### src/rtl/riscv_pkg.sv
// Shared RV32 definitions for fetch, decode and imm_gen.
package riscv_pkg;

   localparam int unsigned XLEN     = 32;
   localparam int unsigned ILEN     = 32;
   localparam int unsigned OPCODE_W = 7;

   localparam logic [OPCODE_W-1:0] ITYPEALO = 7'b0010011;
   localparam logic [OPCODE_W-1:0] LOAD     = 7'b0000011;
   localparam logic [OPCODE_W-1:0] STORE    = 7'b0100011;
   localparam logic [OPCODE_W-1:0] BRANCH   = 7'b1100011;
   localparam logic [OPCODE_W-1:0] JAL      = 7'b1101111;
   localparam logic [OPCODE_W-1:0] JALR     = 7'b1100111;
   localparam logic [OPCODE_W-1:0] LUI      = 7'b0110111;
   localparam logic [OPCODE_W-1:0] AUIPC    = 7'b0010111;

   // One buffered fetch: the instruction word together with the PC it came from
   typedef struct packed {
      logic [XLEN-1:0] pc;
      logic [ILEN-1:0] inst;
   } fetch_entry_t;

endpackage

### src/rtl/sync_fifo.sv
// Single-clock FIFO with occupancy count and synchronous flush.
module sync_fifo #(
   parameter int unsigned  WIDTH = 32,
   parameter int unsigned  DEPTH = 2,
   localparam int unsigned PTR_W = (DEPTH > 1) ? $clog2(DEPTH) : 1,
   localparam int unsigned CNT_W = $clog2(DEPTH + 1)
) (
   input  logic             clk,
   input  logic             rst_n,
   input  logic             flush,
   input  logic             push,
   input  logic [WIDTH-1:0] push_data,
   input  logic             pop,
   output logic [WIDTH-1:0] pop_data,
   output logic             empty,
   output logic             full,
   output logic [CNT_W-1:0] count
);

   logic [WIDTH-1:0] mem [DEPTH];
   logic [PTR_W-1:0] rd_ptr_q, wr_ptr_q;
   logic [CNT_W-1:0] count_q, count_d;
   logic             do_push, do_pop;

   assign empty    = (count_q == '0);
   assign full     = (count_q == CNT_W'(DEPTH));
   assign count    = count_q;
   assign pop_data = mem[rd_ptr_q];

   // A pop frees the slot a simultaneous push needs, so push-while-full is allowed with a pop
   assign do_pop  = pop && !empty;
   assign do_push = push && (!full || do_pop);

   // Occupancy next state
   always_comb begin
      count_d = count_q;
      case ({do_push, do_pop})
         2'b10:   count_d = count_q + CNT_W'(1);
         2'b01:   count_d = count_q - CNT_W'(1);
         default: count_d = count_q;
      endcase
   end

   // Storage write; no reset needed, validity is tracked by the count
   always_ff @(posedge clk) begin
      if (do_push && !flush) begin
         mem[wr_ptr_q] <= push_data;
      end
   end

   // Pointers and count; DEPTH is a power of two so pointers wrap naturally
   always_ff @(posedge clk or negedge rst_n) begin
      if (!rst_n) begin
         rd_ptr_q <= '0;
         wr_ptr_q <= '0;
         count_q  <= '0;
      end else if (flush) begin
         rd_ptr_q <= '0;
         wr_ptr_q <= '0;
         count_q  <= '0;
      end else begin
         if (do_pop)  rd_ptr_q <= rd_ptr_q + PTR_W'(1);
         if (do_push) wr_ptr_q <= wr_ptr_q + PTR_W'(1);
         count_q <= count_d;
      end
   end

endmodule

### src/rtl/fetch_unit.sv
// Instruction fetch: PC, credit-limited imem requests, response buffer, redirect flush.
module fetch_unit
   import riscv_pkg::*;
#(
   parameter logic [XLEN-1:0] RESET_PC = 32'h0000_0000,
   parameter int unsigned     DEPTH    = 2
) (
   input  logic                clk,
   input  logic                rst_n,
   output logic                imem_req_valid,
   input  logic                imem_req_ready,
   output logic [XLEN-1:0]     imem_req_addr,
   input  logic                imem_rsp_valid,
   input  logic [ILEN-1:0]     imem_rsp_data,
   input  logic                redirect_valid,
   input  logic [XLEN-1:0]     redirect_pc,
   output logic                out_valid,
   input  logic                out_ready,
   output logic [XLEN-1:0]     out_pc,
   output logic [ILEN-1:0]     out_inst,
   output logic [OPCODE_W-1:0] out_opcode,
   output logic [11:0]         out_imm
);

   localparam int unsigned CNT_W = $clog2(DEPTH + 1);

   logic [XLEN-1:0]  pc_q, pc_d;
   logic [CNT_W-1:0] outstanding_q, outstanding_d;
   logic [CNT_W-1:0] drop_q, drop_d;

   logic [CNT_W-1:0] fifo_count, pcq_count;
   logic             fifo_empty, fifo_full, pcq_empty, pcq_full;
   fetch_entry_t     fifo_head, fifo_in;
   logic [XLEN-1:0]  pcq_head;

   logic credit, req_fire, rsp_take, rsp_keep, pop_fire;
   logic unused_redirect_lsb;

   assign unused_redirect_lsb = ^redirect_pc[1:0];

   // Buffered entries plus fetches still in flight may never exceed the buffer size
   assign credit = ({1'b0, outstanding_q} + {1'b0, fifo_count}) < (CNT_W + 1)'(DEPTH);

   assign imem_req_valid = rst_n && credit && !redirect_valid;
   assign imem_req_addr  = pc_q;
   assign req_fire       = imem_req_valid && imem_req_ready;

   // A response with nothing outstanding is a memory protocol error and is ignored
   assign rsp_take = imem_rsp_valid && (outstanding_q != '0);
   // Stale responses (older than a redirect) are counted off by drop_q
   assign rsp_keep = rsp_take && (drop_q == '0) && !redirect_valid;
   assign pop_fire = out_valid && out_ready && !redirect_valid;

   assign fifo_in = '{pc: pcq_head, inst: imem_rsp_data};

   // Next-state for PC, in-flight count and stale-response count
   always_comb begin
      pc_d          = pc_q;
      outstanding_d = outstanding_q + CNT_W'(req_fire) - CNT_W'(rsp_take);
      drop_d        = drop_q;
      if (redirect_valid) begin
         pc_d   = {redirect_pc[XLEN-1:2], 2'b00};
         // Everything still in flight after this cycle belongs to the old stream
         drop_d = outstanding_q - CNT_W'(rsp_take);
      end else begin
         if (req_fire) pc_d = pc_q + XLEN'(4);
         if (rsp_take && (drop_q != '0)) drop_d = drop_q - CNT_W'(1);
      end
   end

   // State registers
   always_ff @(posedge clk or negedge rst_n) begin
      if (!rst_n) begin
         pc_q          <= RESET_PC;
         outstanding_q <= '0;
         drop_q        <= '0;
      end else begin
         pc_q          <= pc_d;
         outstanding_q <= outstanding_d;
         drop_q        <= drop_d;
      end
   end

   // PCs of live (non-stale) requests, matched in order to their responses
   sync_fifo #(
      .WIDTH (XLEN),
      .DEPTH (DEPTH)
   ) u_pc_queue (
      .clk       (clk),
      .rst_n     (rst_n),
      .flush     (redirect_valid),
      .push      (req_fire),
      .push_data (pc_q),
      .pop       (rsp_keep),
      .pop_data  (pcq_head),
      .empty     (pcq_empty),
      .full      (pcq_full),
      .count     (pcq_count)
   );

   // Instructions waiting for decode
   sync_fifo #(
      .WIDTH ($bits(fetch_entry_t)),
      .DEPTH (DEPTH)
   ) u_inst_fifo (
      .clk       (clk),
      .rst_n     (rst_n),
      .flush     (redirect_valid),
      .push      (rsp_keep),
      .push_data (fifo_in),
      .pop       (pop_fire),
      .pop_data  (fifo_head),
      .empty     (fifo_empty),
      .full      (fifo_full),
      .count     (fifo_count)
   );

   assign out_valid = !fifo_empty;

   // Present the head entry; fields read as zero while nothing is buffered
   always_comb begin
      out_pc   = '0;
      out_inst = '0;
      if (!fifo_empty) begin
         out_pc   = fifo_head.pc;
         out_inst = fifo_head.inst;
      end
   end

   assign out_opcode = out_inst[OPCODE_W-1:0];
   assign out_imm    = out_inst[31:20];

   a_rsp_expected: assert property (@(posedge clk) disable iff (!rst_n)
      imem_rsp_valid |-> (outstanding_q != '0));
   a_outstanding_bound: assert property (@(posedge clk) disable iff (!rst_n)
      outstanding_q <= CNT_W'(DEPTH));
   a_pcq_tracks_live: assert property (@(posedge clk) disable iff (!rst_n)
      pcq_count == (outstanding_q - drop_q));
   a_pcq_space: assert property (@(posedge clk) disable iff (!rst_n)
      req_fire |-> !pcq_full);
   a_pcq_head: assert property (@(posedge clk) disable iff (!rst_n)
      rsp_keep |-> !pcq_empty);
   a_fifo_space: assert property (@(posedge clk) disable iff (!rst_n)
      rsp_keep |-> (!fifo_full || pop_fire));

endmodule
### config.mk
export PLATFORM = sky130hd
export DESIGN_NAME = fetch_unit
export DESIGN_NICKNAME = d
export VERILOG_FILES = /design/src/rtl/riscv_pkg.sv /design/src/rtl/sync_fifo.sv /design/src/rtl/fetch_unit.sv
export SDC_FILE = /design/constraint.sdc
export NUM_CORES = 1
export LEC_CHECK = 0
export BUFFER_PORTS_ARGS = -buffer_cell sky130_fd_sc_hd__buf_2
export CAP_MARGIN = 0
export CORE_ASPECT_RATIO = 0.7
export CORE_MARGIN = 2
export CORE_UTILIZATION = 50
export CTS_BUF_LIST = sky130_fd_sc_hd__clkbuf_16
export DETAILED_ROUTE_END_ITERATION = 16
export PLACE_DENSITY = 0.76
export SYNTH_ARGS = -nofsm -noshare
export SYNTH_HDL_FRONTEND = slang
export SYNTH_SLANG_ARGS = --single-unit
### constraint.sdc
create_clock -name clk -period 6.1 [get_ports clk]
set_input_delay 0.61 -clock clk [delete_from_list [all_inputs] [get_ports clk]]
set_output_delay 0.61 -clock clk [all_outputs]
set_load 0.005 [all_outputs]
# Yosys cells after proc, flatten, opt, wreduce, memory -nomap -nowiden
# Memory sizes are Yosys's and may differ from the RTL's.
# Cells that the tools add are included.
# totals
regBits	44
latchBits	0
ramBits	192
romBits	0
inputBits	70
output_inout_bits	117
elab_cells	89
n_memories	2
# memory_table
memory	depth	width	rd	rd_clocked_by_memory_dff	wr	line_no	text
u_inst_fifo.mem	2	64	1	0	1	sync_fifo.sv:20	logic [WIDTH-1:0] mem [DEPTH];
u_pc_queue.mem	2	32	1	0	1	sync_fifo.sv:20	
# op_classes
n_addsub	14
n_mul	0
n_div	0
order_cmp	1
n_eq_ne	6
shift	0
n_mux	22
bitwise	0
reduce_logical	35
# ops
operator	count
32-bit two-way mux	4
32-bit by 3-bit adder with 32-bit output, second input constant	1
2-bit nonzero test	8
1-bit logical AND	15
1-bit two-way mux	12
2-bit == test, second input constant	4
2-bit two-way mux	4
2-bit case mux with 2 select lines	2
2-bit logical NOT	3
3-bit nonzero test	2
2-bit by 1-bit subtractor with 2-bit output, second input constant	3
1-bit logical NOT	5
1-bit adder, second input constant	4
2-bit by 1-bit adder with 2-bit output, second input constant	2
2-bit by 1-bit == test with 1-bit output, second input constant	2
2-bit by 1-bit subtractor with 2-bit output	2
2-bit by 2-bit adder with 3-bit output	1
3-bit by 2-bit less-than comparator with 1-bit output, second input constant	1
2-bit by 1-bit adder with 2-bit output	1
1-bit logical OR	2

# Logic depth before layout (Yosys ltp)
# Gate-level depths: netlist of the first run.
# logic_depth
word_depth	10
ltp_mapped	10
mapped_depth_nobuf	9

# Cells and area by module
# Synthesis of the first run repeated with hierarchy kept, for this count alone.
# unflattened
cells_unflattened	689
area_unflattened_um2	10186.0
# by_module_without_submodules
module	instances	cells_each	area_each_um2	seq_area_each_um2
sync_fifo at u_inst_fifo	1	226	4884.7	3943.8
fetch_unit	1	336	2743.9	850.8
sync_fifo at u_pc_queue	1	127	2557.5	2021.9

# Worst setup path after synthesis of the first run
# No wires, ideal clock.
# synth_path
path_type	in2reg
from	input port redirect_valid
to	memory u_inst_fifo.mem[1][0] in the netlist's numbering (enable)
setup_ps	571
arrival_time_ps	5572
t_required_ps	5529
slack_ps	-44
stages	3
cell_sequence	clkbuf_1 > clkbuf_1 > nor3b_1
# synth_via
elab_chain_len	8
elab_cells_between_ends	9
cone_classes	mux: 2; reduce/logical: 7
# synth_rtl
element	line_no	text
start: declaration	fetch_unit.sv:15	input logic redirect_valid,
1-bit logical NOT (*)	sync_fifo.sv:46, fetch_unit.sv:51, fetch_unit.sv:52	
1-bit logical AND	fetch_unit.sv:52	assign pop_fire = out_valid && out_ready && !redirect_valid;
1-bit logical AND	sync_fifo.sv:31	assign do_pop = pop && !empty;
1-bit logical OR	sync_fifo.sv:32	assign do_push = push && (!full || do_pop);
1-bit logical AND	sync_fifo.sv:32	
1-bit logical AND (*)	sync_fifo.sv:46	if (do_push && !flush) begin
1-bit two-way mux (*)	sync_fifo.sv:46	
1-bit two-way mux (implied by the code) (*)	sync_fifo.sv:47	mem[wr_ptr_q] <= push_data;
end: declaration	sync_fifo.sv:20	
# Mark *: on every way between the ends. The rest lies on a longest branch, timed or not.

# Final worst setup path of the first run
# layout_path
from	register u_inst_fifo.count_q[0], in the netlist u_inst_fifo.count[0]
to	memory u_pc_queue.mem[0][23] (enable)
# layout_via
elab_chain_len	9
# layout_rtl
element	line_no	text
start: declaration	sync_fifo.sv:22	logic [CNT_W-1:0] count_q, count_d;
start signal: assignment	sync_fifo.sv:64	count_q <= count_d;
2-bit by 2-bit adder with 3-bit output	fetch_unit.sv:42	assign credit = ({1'b0, outstanding_q} + {1'b0, fifo_count}) < (CNT_W + 1)'(DEPTH);
3-bit by 2-bit less-than comparator with 1-bit output	fetch_unit.sv:42	
1-bit logical AND (2 in a row)	fetch_unit.sv:44	assign imem_req_valid = rst_n && credit && !redirect_valid;
1-bit logical AND	fetch_unit.sv:46	assign req_fire = imem_req_valid && imem_req_ready;
1-bit logical AND	sync_fifo.sv:32	
1-bit logical AND	sync_fifo.sv:46	
1-bit two-way mux	sync_fifo.sv:46	
1-bit two-way mux (implied by the code)	sync_fifo.sv:47	
end: declaration	sync_fifo.sv:20	
# Every way passes these cells.

==> results of run 1 <==
placed cells by master (no fill, tap or decap), types with 3 or more instances in the layout:
master	instances
ha_1	5
xor2_1	5
and3_1	4
o21ai_0	16
clkbuf_16	23
clkinv_1	4
nand4_1	6
nor4_1	4
nand2_1	32
edfxtp_1	184
buf_4	10
nor3_1	3
or4_1	14
clkinv_2	5
conb_1	4
buf_2	180
or3_1	6
a31oi_1	17
a21oi_1	3
mux2i_1	67
xnor2_1	12
o211ai_1	3
inv_1	18
o31ai_1	14
nand3_1	8
a211oi_1	3
mux2_2	31
nor2_1	84
dfrtp_1	41
area by class of cell:
class                      instances  area share [%]
sequential                       226            58.9
multi-input combinational        371            23.3
timing repair buffer             190            8.74
clock buffer                      23            5.15
tap                              242            2.71
clock inverter                    19           0.840
inverter                          11           0.370
stage by stage:
step           area [um^2]  instances  hold WS (ns)  power (mW)
6_report             11200       1082         0.201        3.69
5_1_grt              11200       1082         0.236        3.87
4_1_cts              11200       1082         0.207        3.74
3_5_place_dp         10500       1040         0.520        2.49
3_3_place_gp         10500       1040         0.522        2.47
2_1_floorplan         9500        665         0.314        2.27
state kept, by name, indices dropped and copies added (netlist names), 2 cells and up:
| register | count |
|---|---|
| u_pc_queue.mem | 60 |
| drop_q | 2 |
| u_inst_fifo.count | 2 |
| imem_req_addr | 30 |
| u_pc_queue.count | 2 |
| outstanding_q | 2 |
| u_inst_fifo.mem | 124 |
Yosys cell counts (all sizes together) (2+ instances only):
library cell,count
edfxtp,184
nor2,85
mux2i,67
dfrtp,42
nand2,32
mux2,31
buf,29
clkbuf,28
a31oi,17
o21ai,16
o31ai,14
or4,14
xnor2,12
inv,11
nand3,10
nand4,6
or3,6
ha,5
xor2,5
and3,4
nor3,4
nor4,4
a211oi,3
a21oi,3
and4,3
nor2b,3
o211ai,3
and2,2
o21a,2
o311ai,2
o41ai,2
logic make-up (layout without fill, tap and decap cells):
group | after synthesis | after routing | share of synthesized area [%]
adder cells (fa/ha/maj) | 6 | 6 | 0.871
XOR/XNOR | 17 | 17 | 1.57
multiplexers | 98 | 98 | 10.8
other | 1 | 4 | 0.0395
AND/OR/NAND/NOR | 181 | 181 | 9.25
AO/OA/AOI/OAI | 65 | 65 | 4.53
flip-flops | 226 | 226 | 69.3
buffers and inverters | 68 | 243 | 3.64
worst reg2reg max path: cells and delay by family, from the launching register on:
kind | cells | cell delay [ns]
AND/OR/NAND/NOR | 3 | 1.66
flip-flops | 1 | 0.46
AO/OA/AOI/OAI | 1 | 0.50
buffers and inverters | 1 | 0.38
adder cells (fa/ha/maj) | 1 | 0.48
power by group through the flow:
| stage | clock, mW | combinational, mW | sequential (mW) |
|---|---|---|---|
| 2_1_floorplan | 0 | 0.386 | 1.89 |
| 4_1_cts | 1.28 | 0.551 | 1.91 |
| 3_5_place_dp | 0 | 0.549 | 1.94 |
| 5_1_grt | 1.34 | 0.605 | 1.92 |
| 3_3_place_gp | 0 | 0.535 | 1.94 |
| 6_report | 1.24 | 0.542 | 1.91 |
metal layers:
layer / GRT usage [%] / share of wire (%) / up-vias
met5: 0 / 0 / -
met4: 3.99 / 1.6 / 0
met3: 3.82 / 7.0 / 26
met2: 31.8 / 46 / 221
met1: 26.7 / 45 / 2836
li1: - / - / 2775
path summary, 6_finish.rpt:
path                                                   from                                to  depth (start not counted)
max                        u_inst_fifo.count[0]$_DFFE_PN0P_   u_pc_queue.mem[0][23]$_DFFE_PP_                          6
min                                                   rst_n             drop_q[0]$_DFFE_PN0P_                          2
max reg2reg                u_inst_fifo.count[0]$_DFFE_PN0P_   u_pc_queue.mem[0][23]$_DFFE_PP_                          6
min reg2reg                   imem_req_addr[19]$_DFFE_PN0P_   u_pc_queue.mem[1][19]$_DFFE_PP_                          0
max in group asynchronous                             rst_n  u_inst_fifo.rd_ptr_q$_DFFE_PN0P_                          2
min in group clk                           imem_rsp_data[5]   u_inst_fifo.mem[0][5]$_DFFE_PP_                          1
==> out/summary.txt, run 1 <==
Status: completed
Final Util: 59.5%
Root Buffer: clkbuf_16
Worst Setup End Kind: register
Multi-input gate area: 2600 um^2
Syn Std Cell Area: 9480 um^2
Drt drc: 0
LEAKAGE: 4.20 nW
Vias in the first global route: 5514
Post-CTS Repair Setup Buffers: 0
Number of port buffers: 180
Total Wirelength: 19.3 mm
CP max-delay cell: nor2b_2
Period utilization: 62.0%
GPL Wtd Cong: 0.788
Headroom to the max-slew limit: 21.4%
Area growth from synthesis to layout: 17.8%
Total track usage: 19.2%
Post-DP HPWL: 12.2 mm
H-tree levels: 1
Post-place setup slack: 2.20 ns
First-pass detailed-route iteration total: 5
Avg Inst Size Synth: 14.3 um^2
Reg2Reg Setup Slack: 2.32 ns
Via total after detailed routing: 5858
Reg power frac: 51.7%
Peak supply drop: 0.170 mV
Share of power burned in the clock network: 33.6%
Max Root-Sink Buffers: 3
Antenna Cells: 0
Nets: 899
Top cells by area, synth: edfxtp_1 (58%), dfrtp_1 (11%), mux2i_1 (7.1%), mux2_2 (3.7%), nor2_1 (3.4%)
Startpoint Class: register
Sequential element share of the synthesized area: 69.3%
Wirelength per Cell: 17.8 um
DR iter-0 viols: 426
Height of the die: 119 um
Final Hold Viols: 0
Clk_lat worst skew: 0.50 ns
Max cap viols: 0
Fin crit period: 3.78 ns
FF+latch count, synth: 226
Number of cell rows: 42
Worst Path Max Fanout: 19
Maximum number of pins on one net before global-route repair: 64
Hold/Removal Path Class: in -> async
Worst setup margin: 2.32 ns
Cells along the critical path: and2_1 > fa_1 > nand4bb_1 > a211oi_1 > nor2b_2 > buf_4
Crit path DAT: 3.97 ns
Top-area cell type share of the netlist area: 58.3%
I/O pins: 187
Crit path largest cell delay: 0.99 ns
Hold_buf cts: 0
FF/Latch Area: 6580 um^2
Number of synthesized flops with an enable pin: 184
Core area: 18800 um^2
Clock sink count: 226
Setup Viol. Count Final: 0
TritonCTS clock tree: yes
Cell family with most CP delay: simple AND/OR/NAND/NOR gates
Bufs and invs on worst path: 1
Worst-path clk slew: 0.06 ns
Power per Cell Area: 331 nW/um^2
Post-CTS resize count: 0
Syn Inst Count: 662
Share of cells above drive strength 1: 31.0%
Net switching power: 0.957 mW
Num CTS Buffers: 23
Prevailing post-synth register cell: edfxtp_1
Post-DR vias/cell: 5.41
Net Sw Frac: 25.9%
Worst Path Required: 6.29 ns
Logic pwr share: 14.7%
Leading area contributor after synthesis: edfxtp_1
Worst slew pin tran: 1.18 ns
Slew Viols, Final: 0
First-pass GRT wire length: 29.9 mm
Int Pwr: 2.73 mW
DIE WIDTH: 169 um
YS warnings: 0
RSZ-0062 raised after global routing: no
FMAX: 0.264 GHz
Die area: 20100 um^2
TNS Setup: 0 ns
Initial antenna violation count: 0
Setup CP Type: reg -> reg
Asr flop ratio synth: 18.6%
Antenna-violating nets left: 0
Synth cell types: 48
Remaining global-route overflow: 0
Initial core utilization: 50.5%
FILL cells: 1477
Worst Skew: 0.0118 ns
Note: power is estimated with default switching activity, not from simulation.
==> run 2, diff against run 1 <==
CORE_UTILIZATION = 55   (was 50)
PLACE_DENSITY = 0.8   (was 0.76)
clock period = 3.7 ns   (was 6.1 ns; I/O delays follow)
==> run 2 against run 1 <==
Design area up 1.1%. Routed wire length about the same. Sequential power up 65%. Total power up 71%. Clock skew up 0.0037 ns. Utilization up 6.8 points. Via count up 1.9%. Non-clock buffer count up 6. Critical endpoint is now imem_req_addr[25]$_DFFE_PN0P_. Largest power group unchanged.
==> out/summary.txt, run 2 (synthesis gave the netlist of run 1 again) <==
Height of the die: 114 um (-4.5%)
Most common cell after layout, fill and taps aside: edfxtp_1
DR iter-0 viols: 431 (+1.2%)
FILL cells: 1206 (-18%)
Vias in the first global route: 5802 (+5.2%)
Die area: 18300 um^2 (-8.8%)
LEAKAGE: 4.26 nW (+1.4%)
Number of cell rows: 40 (-4.8%)
Period utilization: 82.3% (+20 points)
Drt drc: 0 (unchanged)
FMAX: 0.328 GHz (+24%)
Worst Skew: 0.0155 ns (+0.00369 ns)
Crit path DAT: 3.46 ns (-0.51 ns)
Largest register FFs: 124 (unchanged)
Fin crit period: 3.05 ns (-0.736 ns)
Worst Path Max Fanout: 22 (+3)
Most frequent cells in the layout: edfxtp_1 (184), buf_2 (180), nor2_1 (84), mux2i_1 (67), dfrtp_1 (41)
Maximum number of pins on one net before global-route repair: 64 (unchanged)
Clock sink count: 226 (unchanged)
Via total after detailed routing: 5971 (+1.9%)
Nets: 904 (+0.56%)
Initial antenna violation count: 0 (unchanged)
DIE WIDTH: 161 um (-4.5%)
GPL Wtd Cong: 0.819 (+3.9%)
Root Buffer: clkbuf_16
Final Hold Viols: 0 (unchanged)
Hold/Removal Path Class: in -> reg
Largest Register: u_inst_fifo.mem
Max Root-Sink Buffers: 3 (unchanged)
Post-CTS Repair Setup Buffers: 0 (unchanged)
Wirelength per Cell: 17.9 um (+0.76%)
Antenna Cells: 0 (unchanged)
I/O pins: 187 (unchanged)
Headroom to the max-slew limit: 24.2% (+2.8 points)
Clk_lat worst skew: 0.50 ns (about the same)
Worst-path clk slew: 0.06 ns (about the same)
Post-DP HPWL: 12.5 mm (+2.1%)
Antenna-violating nets left: 0 (unchanged)
Core area: 17000 um^2 (-9.3%)
TNS Setup: 0 ns (unchanged)
Power per Cell Area: 560 nW/um^2 (+70%)
Peak supply drop: 0.358 mV (+110%)
Worst Setup End Kind: register
Number of port buffers: 180 (unchanged)
First-pass GRT wire length: 29.8 mm (-0.27%)
H-tree levels: 1 (unchanged)
Max cap viols: 0 (unchanged)
RSZ-0062 raised after global routing: no
First-pass detailed-route iteration total: 5 (unchanged)
Status: completed
Worst hold margin: 0.0667 ns (-0.134 ns)
Initial core utilization: 55.7% (+5.2 points)
Share of cells above drive strength 1: 31.6% (+0.60 points)
Setup Viol. Count Final: 0 (unchanged)
Startpoint Class: register
Worst Path Required: 4.12 ns (-2.17 ns)
Slew Viols, Final: 0 (unchanged)
Post-DR vias/cell: 5.56 (+2.7%)
Area growth from synthesis to layout: 19.1%
Setup CP Type: reg -> reg
Worst slew pin tran: 1.14 ns (-0.0425 ns)
Remaining global-route overflow: 0 (unchanged)
Total Wirelength: 19.3 mm (about the same)
TritonCTS clock tree: yes
Num CTS Buffers: 22 (-4.3%)
Total track usage: 20.6% (+1.4 points)
run 2: cell types whose count changed in the layout (fill, tap and decap cells not counted), sizes merged:
cell / previous run / this run
buf: 190 / 195
inv: 20 / 16
bufinv: 0 / 3
clkinv: 9 / 7
clkbuf: 23 / 24
clkinvlp: 1 / 0
dlygate4sd3: 0 / 1
run 2: metal layers:
layer  part of all wire [%]  global-route usage (%)  vias to the layer above
met3                    7.4                    3.56                       35
met4                    2.6                    6.67                        0
met2                     47                    33.9                      269
met1                     43                    28.3                     2893
li1                       -                       -                     2774
met5                      0                       0                        -
run 2: worst max-delay path, stage by stage (launching register included):
cell,delay (ns)
dfrtp_1,0.46
and2_1,0.19
fa_1,0.49
nand4bb_1,0.21
buf_4,0.19
or3_1,0.66
or4_1,0.57
a31oi_1,0.19
run 2: final timing paths:
check	startpoint	to	slack [ns]	cells after the start
max in group asynchronous	rst_n	u_inst_fifo.rd_ptr_q$_DFFE_PN0P_	2.76	3
worst min register to register	u_pc_queue.mem[0][8]$_DFFE_PP_	u_inst_fifo.mem[0][40]$_DFFE_PP_	0.56	1
min in group asynchronous	rst_n	drop_q[1]$_DFFE_PN0P_	0.52	3
worst min-delay path	imem_rsp_data[23]	u_inst_fifo.mem[0][23]$_DFFE_PP_	0.07	1
worst max-delay path	u_inst_fifo.count[0]$_DFFE_PN0P_	imem_req_addr[25]$_DFFE_PN0P_	0.65	7
worst max register to register	u_inst_fifo.count[0]$_DFFE_PN0P_	imem_req_addr[25]$_DFFE_PN0P_	0.65	7
run 2: report_power, final:
group | internal, mW | switching [mW]
clock | 1.38 | 0.895
sequential | 2.96 | 0.186
combinational | 0.423 | 0.486
total | 4.76 | 1.57
run 2: final cells by class:
type / count / area [um^2] / area share [%]
clock buffer: 24 / 601 / 5.32
sequential: 226 / 6580 / 58.3
tap: 231 / 289 / 2.56
multi-input combinational: 371 / 2610 / 23.1
inverter: 11 / 41.3 / 0.366
clock inverter: 15 / 151 / 1.34
timing repair buffer: 196 / 1020 / 9.06
run 2: timing repair:
| item | CTS | global route |
|---|---|---|
| hold buffers | 1 | 0 |
| hold endpoints to repair | 7 | 0 |
| gates resized for setup | 0 | 0 |
run 2: metrics by stage:
step	total power, mW	instance area, um^2	util (%)	worst slack (ns)	cells
floorplan	3.75	9520	-	0.171	665
global placement	4.05	10500	61.9	0.815	1034
detailed placement	4.11	10500	61.9	0.686	1034
CTS	6.38	11300	66.4	0.675	1074
global route	6.58	11300	66.4	0.443	1074
finish	6.33	11300	66.4	0.654	1074
